[src/rtl/regfile_commit_sched.sv]
// Commit-side scheduler for the renaming register file.
// Retiring ROB results are buffered in a small FIFO and drained one per
// cycle into the register file's ROB write port. A head write is deferred
// while the dispatcher renames the same rd in that cycle. Dispatcher reads
// that hit a buffered result are stalled. Mispredict recovery drains the
// FIFO, flushes all register tags, then holds the dispatcher for a few cycles.

module regfile_commit_sched #(
   parameter int DEPTH        = 4,
   parameter int ROB_ID_W     = 4,
   parameter int FLUSH_CYCLES = 2
) (
   input  logic                      clk,
   input  logic                      rst,
   input  logic                      rdy,

   input  logic                      commit_valid_from_rob,
   output logic                      commit_ready_to_rob,
   input  logic [4:0]                commit_rd_from_rob,
   input  logic [ROB_ID_W-1:0]       commit_Q_from_rob,
   input  logic [31:0]               commit_V_from_rob,
   input  logic                      mispredict_from_rob,

   input  logic                      rename_valid_from_dsp,
   input  logic [4:0]                rename_rd_from_dsp,
   input  logic                      read_valid_from_dsp,
   input  logic [4:0]                rs1_from_dsp,
   input  logic [4:0]                rs2_from_dsp,
   output logic                      stall_to_dsp,

   output logic                      enable_to_rf,
   output logic [4:0]                rd_to_rf,
   output logic [ROB_ID_W-1:0]       Q_to_rf,
   output logic [31:0]               V_to_rf,
   output logic                      mispredict_to_rf,

   output logic [$clog2(DEPTH):0]    count_out
);

   localparam int PTR_W  = $clog2(DEPTH);
   localparam int CNT_W  = PTR_W + 1;
   localparam int HOLD_W = (FLUSH_CYCLES < 2) ? 1 : $clog2(FLUSH_CYCLES + 1);

   localparam logic [CNT_W-1:0]  CNT_FULL   = CNT_W'(DEPTH);
   localparam logic [CNT_W-1:0]  CNT_ZERO   = {CNT_W{1'b0}};
   localparam logic [CNT_W-1:0]  CNT_ONE    = CNT_W'(1);
   localparam logic [PTR_W-1:0]  PTR_ONE    = PTR_W'(1);
   localparam logic [PTR_W-1:0]  PTR_ZERO   = {PTR_W{1'b0}};
   localparam logic [HOLD_W-1:0] HOLD_LOAD  = HOLD_W'(FLUSH_CYCLES);
   localparam logic [HOLD_W-1:0] HOLD_ONE   = HOLD_W'(1);
   localparam logic [HOLD_W-1:0] HOLD_ZERO  = {HOLD_W{1'b0}};
   localparam bit                HOLD_USED  = (FLUSH_CYCLES > 0);

   localparam logic [1:0] ST_RUN   = 2'd0;
   localparam logic [1:0] ST_DRAIN = 2'd1;
   localparam logic [1:0] ST_FLUSH = 2'd2;
   localparam logic [1:0] ST_HOLD  = 2'd3;

   // FIFO storage and bookkeeping
   logic [4:0]           rd_mem_r  [DEPTH];
   logic [ROB_ID_W-1:0]  q_mem_r   [DEPTH];
   logic [31:0]          v_mem_r   [DEPTH];
   logic [DEPTH-1:0]     entry_vld_r;
   logic [PTR_W-1:0]     wr_ptr_r;
   logic [PTR_W-1:0]     rd_ptr_r;
   logic [CNT_W-1:0]     count_r;

   // Recovery sequencer
   logic [1:0]           state_r;
   logic [1:0]           state_nxt_s;
   logic [HOLD_W-1:0]    hold_cnt_r;
   logic [HOLD_W-1:0]    hold_cnt_nxt_s;
   logic                 misp_nxt_s;

   // Register-file write port registers
   logic                 enable_r;
   logic [4:0]           rd_out_r;
   logic [ROB_ID_W-1:0]  q_out_r;
   logic [31:0]          v_out_r;
   logic                 misp_r;

   // Datapath control
   logic                 full_s;
   logic                 empty_s;
   logic                 ready_s;
   logic                 push_s;
   logic                 store_s;
   logic [4:0]           head_rd_s;
   logic                 rename_hit_s;
   logic                 pop_s;
   logic                 read_hit_s;
   logic                 stall_s;

   assign full_s       = (count_r == CNT_FULL);
   assign empty_s      = (count_r == CNT_ZERO);
   assign ready_s      = (state_r == ST_RUN) && !full_s;
   assign push_s       = commit_valid_from_rob && ready_s;
   // rd=0 results finish the handshake but never reach the register file
   assign store_s      = push_s && (commit_rd_from_rob != 5'd0);
   assign head_rd_s    = rd_mem_r[rd_ptr_r];
   assign rename_hit_s = rename_valid_from_dsp && (rename_rd_from_dsp == head_rd_s);
   assign pop_s        = !empty_s && !rename_hit_s;

   // Scan every buffered entry for a source operand that is still in flight
   always_comb begin
      read_hit_s = 1'b0;
      for (int i = 0; i < DEPTH; i++) begin
         read_hit_s = read_hit_s |
                      (entry_vld_r[i] && (rd_mem_r[i] != 5'd0) &&
                       ((rd_mem_r[i] == rs1_from_dsp) || (rd_mem_r[i] == rs2_from_dsp)));
      end
   end

   // Dispatcher stall: any recovery state, or a read of an unwritten result
   always_comb begin
      if (state_r != ST_RUN) begin
         stall_s = 1'b1;
      end else begin
         stall_s = read_valid_from_dsp && read_hit_s;
      end
   end

   // Recovery sequencer next-state: RUN -> DRAIN -> FLUSH -> HOLD -> RUN
   always_comb begin
      state_nxt_s    = state_r;
      hold_cnt_nxt_s = hold_cnt_r;
      misp_nxt_s     = 1'b0;
      case (state_r)
         ST_RUN: begin
            if (mispredict_from_rob) begin
               state_nxt_s = ST_DRAIN;
            end else begin
               state_nxt_s = ST_RUN;
            end
         end
         ST_DRAIN: begin
            // wait until nothing is buffered and the last write has landed
            if (empty_s && !enable_r) begin
               state_nxt_s = ST_FLUSH;
               misp_nxt_s  = 1'b1;
            end else begin
               state_nxt_s = ST_DRAIN;
            end
         end
         ST_FLUSH: begin
            if (HOLD_USED) begin
               state_nxt_s    = ST_HOLD;
               hold_cnt_nxt_s = HOLD_LOAD;
            end else begin
               state_nxt_s    = ST_RUN;
               hold_cnt_nxt_s = HOLD_ZERO;
            end
         end
         ST_HOLD: begin
            if (hold_cnt_r <= HOLD_ONE) begin
               state_nxt_s    = ST_RUN;
               hold_cnt_nxt_s = HOLD_ZERO;
            end else begin
               state_nxt_s    = ST_HOLD;
               hold_cnt_nxt_s = hold_cnt_r - HOLD_ONE;
            end
         end
         default: begin
            state_nxt_s    = ST_RUN;
            hold_cnt_nxt_s = HOLD_ZERO;
         end
      endcase
   end

   // FIFO entry storage: write the tail on a stored push, retire the head on a pop
   always_ff @(posedge clk or negedge rst) begin
      if (!rst) begin
         for (int i = 0; i < DEPTH; i++) begin
            rd_mem_r[i] <= 5'd0;
            q_mem_r[i]  <= {ROB_ID_W{1'b0}};
            v_mem_r[i]  <= 32'd0;
         end
         entry_vld_r <= {DEPTH{1'b0}};
      end else if (rdy) begin
         if (store_s) begin
            rd_mem_r[wr_ptr_r]    <= commit_rd_from_rob;
            q_mem_r[wr_ptr_r]     <= commit_Q_from_rob;
            v_mem_r[wr_ptr_r]     <= commit_V_from_rob;
            entry_vld_r[wr_ptr_r] <= 1'b1;
         end
         if (pop_s) begin
            entry_vld_r[rd_ptr_r] <= 1'b0;
         end
      end
   end

   // FIFO pointers and occupancy; pointers wrap naturally since DEPTH is 2^n
   always_ff @(posedge clk or negedge rst) begin
      if (!rst) begin
         wr_ptr_r <= PTR_ZERO;
         rd_ptr_r <= PTR_ZERO;
         count_r  <= CNT_ZERO;
      end else if (rdy) begin
         if (store_s) begin
            wr_ptr_r <= wr_ptr_r + PTR_ONE;
         end
         if (pop_s) begin
            rd_ptr_r <= rd_ptr_r + PTR_ONE;
         end
         case ({store_s, pop_s})
            2'b10:   count_r <= count_r + CNT_ONE;
            2'b01:   count_r <= count_r - CNT_ONE;
            default: count_r <= count_r;
         endcase
      end
   end

   // Register-file write port: one-cycle strobe carrying the popped head
   always_ff @(posedge clk or negedge rst) begin
      if (!rst) begin
         enable_r <= 1'b0;
         rd_out_r <= 5'd0;
         q_out_r  <= {ROB_ID_W{1'b0}};
         v_out_r  <= 32'd0;
      end else if (rdy) begin
         if (pop_s) begin
            enable_r <= 1'b1;
            rd_out_r <= head_rd_s;
            q_out_r  <= q_mem_r[rd_ptr_r];
            v_out_r  <= v_mem_r[rd_ptr_r];
         end else begin
            enable_r <= 1'b0;
         end
      end
   end

   // Recovery sequencer state, hold counter and the tag-clear pulse
   always_ff @(posedge clk or negedge rst) begin
      if (!rst) begin
         state_r    <= ST_RUN;
         hold_cnt_r <= HOLD_ZERO;
         misp_r     <= 1'b0;
      end else if (rdy) begin
         state_r    <= state_nxt_s;
         hold_cnt_r <= hold_cnt_nxt_s;
         misp_r     <= misp_nxt_s;
      end
   end

   assign commit_ready_to_rob = ready_s;
   assign stall_to_dsp        = stall_s;
   assign enable_to_rf        = enable_r;
   assign rd_to_rf            = rd_out_r;
   assign Q_to_rf             = q_out_r;
   assign V_to_rf             = v_out_r;
   assign mispredict_to_rf    = misp_r;
   assign count_out           = count_r;

endmodule

[config.mk]
export PLATFORM = sky130hd
export DESIGN_NAME = regfile_commit_sched
export DESIGN_NICKNAME = d
export VERILOG_FILES = /design/src/rtl/regfile_commit_sched.sv
export SDC_FILE = /design/constraint.sdc
export NUM_CORES = 1
export LEC_CHECK = 0
export ABC_AREA = 1
export BUFFER_PORTS_ARGS = -buffer_cell sky130_fd_sc_hd__buf_4
export CAP_MARGIN = 20
export CORE_ASPECT_RATIO = 0.5
export CORE_MARGIN = 3
export CORE_UTILIZATION = 24
export CTS_BUF_LIST = sky130_fd_sc_hd__clkbuf_8
export DETAILED_ROUTE_END_ITERATION = 8
export PLACE_DENSITY_LB_ADDON = 0.25
export SLEW_MARGIN = 20
export SYNTH_ARGS = -nofsm -noshare
export SYNTH_HDL_FRONTEND = slang
export SYNTH_SLANG_ARGS = --single-unit
[constraint.sdc]
create_clock -name clk -period 3.45 [get_ports clk]
set_input_delay 0.69 -clock clk [delete_from_list [all_inputs] [get_ports clk]]
set_output_delay 0.69 -clock clk [all_outputs]
set_load 0.02 [all_outputs]
# Word-level counts from Yosys, hierarchy flattened
# Cells that the tools add are included.
[op_classes]
addsub = 5
n_lt_le_gt_ge = 8
n_eq_ne = 15
mux = 36
n_bitwise = 8
n_reduce_logical = 40
[op_table]
columns = ["cell", "n"]
rows = [
  ["128-bit bitwise mux", 1],
  ["32-bit 2-to-1 mux", 3],
  ["32-bit binary-select mux with 2-bit select", 1],
  ["32-bit demux with 2-bit select", 1],
  ["5-bit == test", 9],
  ["5-bit nonzero test", 5],
  ["4-bit 2-to-1 mux", 6],
  ["20-bit bitwise mux", 1],
  ["1-bit logical AND", 18],
  ["16-bit bitwise mux", 1],
  ["5-bit 2-to-1 mux", 3],
  ["5-bit binary-select mux with 2-bit select", 1],
  ["5-bit demux with 2-bit select", 1],
  ["4-bit binary-select mux with 2-bit select", 1],
  ["4-bit demux with 2-bit select", 1],
  ["2-bit case mux with 4 select lines", 1],
  ["2-bit AND reduction", 4],
  ["1-bit 2-to-1 mux", 7],
  ["2-bit == test, second input constant", 3],
  ["3-bit >= comparator, second input constant", 2],
  ["2-bit by 3-bit < comparator with 1-bit output, second input constant", 2],
  ["2-bit 2-to-1 mux", 3],
  ["2-bit inverter with 3-bit output", 2],
  ["3-bit case mux with 2 select lines", 1],
  ["other kinds (20)", 34],
]
[word_totals]
reg_bits = 222
in_bits = 63
output_inout_bits = 48
elab_cells = 135

# Logic depth before layout (Yosys ltp)
[logic_depth]
word_depth = 11
mapped_depth = 17

# Least setup slack after synthesis
# OpenSTA, ideal clock, no wires.
[synth_path]
kind = "register -> register"
startpoint = "register rd_ptr_r[0]"
endpoint = "register count_r[2], in the netlist count_out[2]"
setup_ns = 0.131
arrival_time_ns = 2.293
t_required_ns = 3.319
slack_ns = 1.026
path_stages_with_launch = 18
synth_period_minus_slack_ns = 2.424
path_cell_list = "dfrtp_1 > inv_2 > buf_6 > nand2_1 > nand3_1 > nand2_1 > nand2_1 > nand2_1 > nor2_1 > nand3_2 > buf_2 > nand2_1 > inv_1 > ha_1 > fa_1 > a21boi_0 > o21ai_0 > xor2_1"
[synth_between]
elab_chain_len = 11
word_cells_on_any_way = 13
classes_between = "eq/ne: 3; mux: 4; bitwise: 1; reduce/logical: 5"
[synth_lines]
columns = ["element", "line", "text"]
rows = [
  ["from (decl)", "65", "logic [PTR_W-1:0] rd_ptr_r;"],
  ["from (signal assigned)", "203", "rd_ptr_r <= rd_ptr_r + PTR_ONE;"],
  ["2-bit inverter with 3-bit output (not written as such) *", "100", "assign head_rd_s = rd_mem_r[rd_ptr_r];"],
  ["5-bit binary-select mux with 2-bit select *", "100", ""],
  ["5-bit 2-to-1 mux (not written as such) * (2 in series)", "100", ""],
  ["5-bit == test *", "101", "assign rename_hit_s = rename_valid_from_dsp && (rename_rd_from_dsp == head_rd_s);"],
  ["1-bit logical AND *", "101", ""],
  ["1-bit logical NOT *", "102", "assign pop_s = !empty_s && !rename_hit_s;"],
  ["1-bit logical AND *", "102", ""],
  ["named net pop_s", "90", "logic pop_s;"],
  ["2-bit by 1-bit == test with 1-bit output or 2-bit == test (tied branches)", "205", "case ({store_s, pop_s})"],
  ["2-bit nonzero test (no line)", "n/a", ""],
  ["2-bit AND reduction (no line)", "n/a", ""],
  ["to (signal assigned)", "206", "2'b10: count_r <= count_r + CNT_ONE;"],
  ["to (signal assigned)", "207", "2'b01: count_r <= count_r - CNT_ONE;"],
  ["to (signal assigned)", "208", "default: count_r <= count_r;"],
  ["to (decl)", "66", "logic [CNT_W-1:0] count_r;"],
]
# The timed path passes the listed nets; every way through them passes the cells marked *. The select of a mux whose other input is x is not followed.
# A chain may end at the register's enable or synchronous reset.

# Worst setup path in the final report
[layout_path]
startpoint = "register rd_mem_r[1] (netlist name)"
endpoint = "output stall_to_dsp"
[layout_between]
elab_chain_len = 6
word_cells_on_any_way = 9
classes_between = "eq/ne: 2; mux: 1; bitwise: 1; reduce/logical: 5"
[layout_lines]
columns = ["element", "line", "text"]
rows = [
  ["from (decl)", "60", "logic [4:0] rd_mem_r [DEPTH];"],
  ["from (signal, indexed assignment)", "181", "rd_mem_r[wr_ptr_r] <= commit_rd_from_rob;"],
  ["5-bit == test or 5-bit nonzero test (tied branches)", "110, 109", ""],
  ["1-bit logical OR or 1-bit logical AND (tied branches)", "110, 109", ""],
  ["1-bit logical AND *", "109", "(entry_vld_r[i] && (rd_mem_r[i] != 5'd0) &&"],
  ["1-bit OR *", "108", "read_hit_s = read_hit_s |"],
  ["1-bit logical AND *", "119", "stall_s = read_valid_from_dsp && read_hit_s;"],
  ["1-bit 2-to-1 mux *", "116", "if (state_r != ST_RUN) begin"],
  ["to (decl)", "29", "output logic stall_to_dsp,"],
]
# Mark *: on every way between the ends. The rest lies on a longest branch, timed or not.

==> metrics.cfg <==
[floorplanning]
start_util=0.247
core_um2=42600
die_width_um=302
ios=111
dieArea_um2=46600
rows=53
die-height_um=154

[final_layout]
drive_gt1_frac=0.162
regArea_um2=5560
diodes=0
synthToLayoutAreaGrowth_pct=19.7
num-fill-cells=4645
post-route-util=0.296
num-nets-final=1396
multi_input_area_um2=4230

[power_and_ir_drop]
clock_power_share=0.221
cellPowerDensity_nw_per_um2=848
finalPower_mw=10.7
switching_share=0.398
p_switching_mw=4.26
p_leak_nw=6.30
combPwrFrac=0.382
irDropWorstVdd_v=0.000369
power_frac_seq=0.397
p_int_mw=6.44

[global_route]
gr-usage-all-layers=0.132
grt_pass1_wl_um=49300
grt_max_degree=84
grt_pass1_vias=8785
antenna_found_initial=0
gr-total-overflow=0

[sta]
tns_ns=0
max_freq_mhz=365
slew_viol_final=0
post-route-period-util=0.794
setup_viol=0
fin_crit_ns=2.74
rsz0062_at_grt=no
worst_slew_pin_slew_ns=0.893
skew_ns=0.0283
finalHoldViolations=0
max-slew-margin-rel=0.405

[setup_path]
path_max_fanout=5
critPathLaunch=rd_mem_r[1]$_DFFE_PN0P_
required_ns=2.76
arrival_ns=2.05
cp-end-kind=primary output
r2r-start=rd_ptr_r[0]$_DFFE_PN0P_
worst_setup_path_start_kind=flip-flop
worstSetupPathType=reg2out

[clock_network]
cts_tree=done
cts.sinks=222
max-clock-path-buffers=3
cts_htree_levels=2
holdBufCountCts=0
cts-root-buf=clkbuf_8
clk_pin_slew_ns=0.06
clock_latency_ns=0.55
postCtsSetupRepairBufs=0
cts-resized-gates=0
cts_buffers=39

[synth]
syn_area_um2=10500
ys_warn_count=0
yosys.cell_types.count=31
ys_seq_area_frac=0.527
synth_nets=1309
synth-seq-cells=222
syn_inst=1236
syn_area_per_cell_um2=8.53
synth_area_leaders=dfrtp_1, nand2_1, o21ai_1
synth_area_leader_cell=dfrtp_1
yosysTopAreaCellShare=0.527

[placement]
io_buffers=110
place.gp.congestion=0.770
hpwl_um=18400

[drt]
ant_nets=0
drt_iter0_drc=507
vias=8604
avgRoutedWirePerCell_um=15.8
firstDrtPassIters=4
routed_wl_um=30400
via_per_inst=4.47
drc=0

[flow_run]
maxCapViolCount=0

[outcome]
outcome=complete, no violations

[worst_hold_path]
min_path_type=in2async

power groups by stage:
stage,Sequential (mW),Clock (mW),Combinational [mW]
6_report,4.25,2.36,4.08
5_1_grt,4.38,2.58,4.68
4_1_cts,4.26,2.46,4.16
3_5_place_dp,4.29,0,4.15
3_3_place_gp,4.28,0,4.12
2_1_floorplan,4.35,0,2.69
worst paths after layout:
check                           slack (ns)  cells after the start                       end
worst max-delay path                  0.71                      9              stall_to_dsp
worst min-delay path                  0.13                      1    v_mem_r[7]$_DFFE_PN0P_
worst max register to register        0.92                     15  count_out[2]$_DFFE_PN0P_
worst min register to register        0.47                      2   V_to_rf[22]$_DFFE_PN0P_
max in group asynchronous             2.53                      2  v_mem_r[118]$_DFFE_PN0P_
min in group clk                      0.44                      3  v_mem_r[103]$_DFFE_PN0P_
critical path, stage by stage, from the launching register on:
cell and delay (ns):
dfrtp_1 0.47, nor2_1 0.17, nand2_1 0.06, o21ai_0 0.13, inv_1 0.06, nand2_1 0.07
nand2_1 0.06, o21ai_0 0.25, nand2_1 0.08, buf_4 0.16
sequential cells by signal, indices dropped and copies added, names as in the netlist, 3 cells and up:
signal       flops
Q_to_rf          4
V_to_rf         32
count_out        3
entry_vld_r      4
q_mem_r         16
rd_mem_r        20
rd_to_rf         5
v_mem_r        128
cell usage after synthesis (all sizes together):
| cell | number |
|---|---|
| a21boi | 1 |
| a21oi | 3 |
| a31oi | 2 |
| a32oi | 1 |
| buf | 49 |
| clkbuf | 36 |
| dfrtp | 222 |
| fa | 1 |
| ha | 9 |
| inv | 78 |
| nand2 | 328 |
| nand3 | 26 |
| nand3b | 2 |
| nand4 | 48 |
| nor2 | 105 |
| o211ai | 2 |
| o21ai | 245 |
| o22ai | 37 |
| xnor2 | 8 |
| xor2 | 33 |
layout make-up:
cell class | count | share of cell area
flip-flops and latches | 222 | 0.440
clock buffers | 49 | 0.0534
repair buffers | 131 | 0.0845
inverters | 78 | 0.0232
clock inverters | 18 | 0.00605
well taps | 577 | 0.0572
multi-input cells | 851 | 0.335
cell usage in the layout (no fill, tap or decap), drive strengths merged:
cell / n
xnor2: 8
clkbuf: 49
nor2: 105
nand3b: 2
fa: 1
o21ai: 245
nand2: 328
clkinv: 1
dfrtp: 222
a21oi: 3
a31oi: 2
o211ai: 2
nand4: 48
a32oi: 1
inv: 95
buf: 131
ha: 9
o22ai: 37
xor2: 33
nand3: 26
a21boi: 1
cell families (layout without fill, tap and decap cells):
logic type | Yosys count | in the layout | synth area share
xor+xnor | 41 | 41 | 0.0341
simple gates | 509 | 509 | 0.200
buf+inv | 163 | 276 | 0.0729
flops | 222 | 222 | 0.527
fa+ha+maj | 10 | 10 | 0.0126
compound gates | 291 | 291 | 0.154
stage by stage:
step | cells | area, µm² | hold slack [ns] | worst slack [ns]
global placement | 1859 | 11900 | 0.458 | 0.912
global route | 1926 | 12600 | 0.154 | 0.547
floorplan | 1236 | 10500 | 0.394 | 1.03
CTS | 1926 | 12600 | 0.129 | 0.636
detailed placement | 1859 | 11900 | 0.460 | 0.919
finish | 1926 | 12600 | 0.129 | 0.711
metal layers:
metal,GRT usage,up-vias,share of wire
li1,-,4263,-
met2,0.228,122,0.49
met5,0,-,0
met4,0.0309,0,0.014
met1,0.172,4181,0.47
met3,0.0230,38,0.032
(Power assumes the default switching activity.)
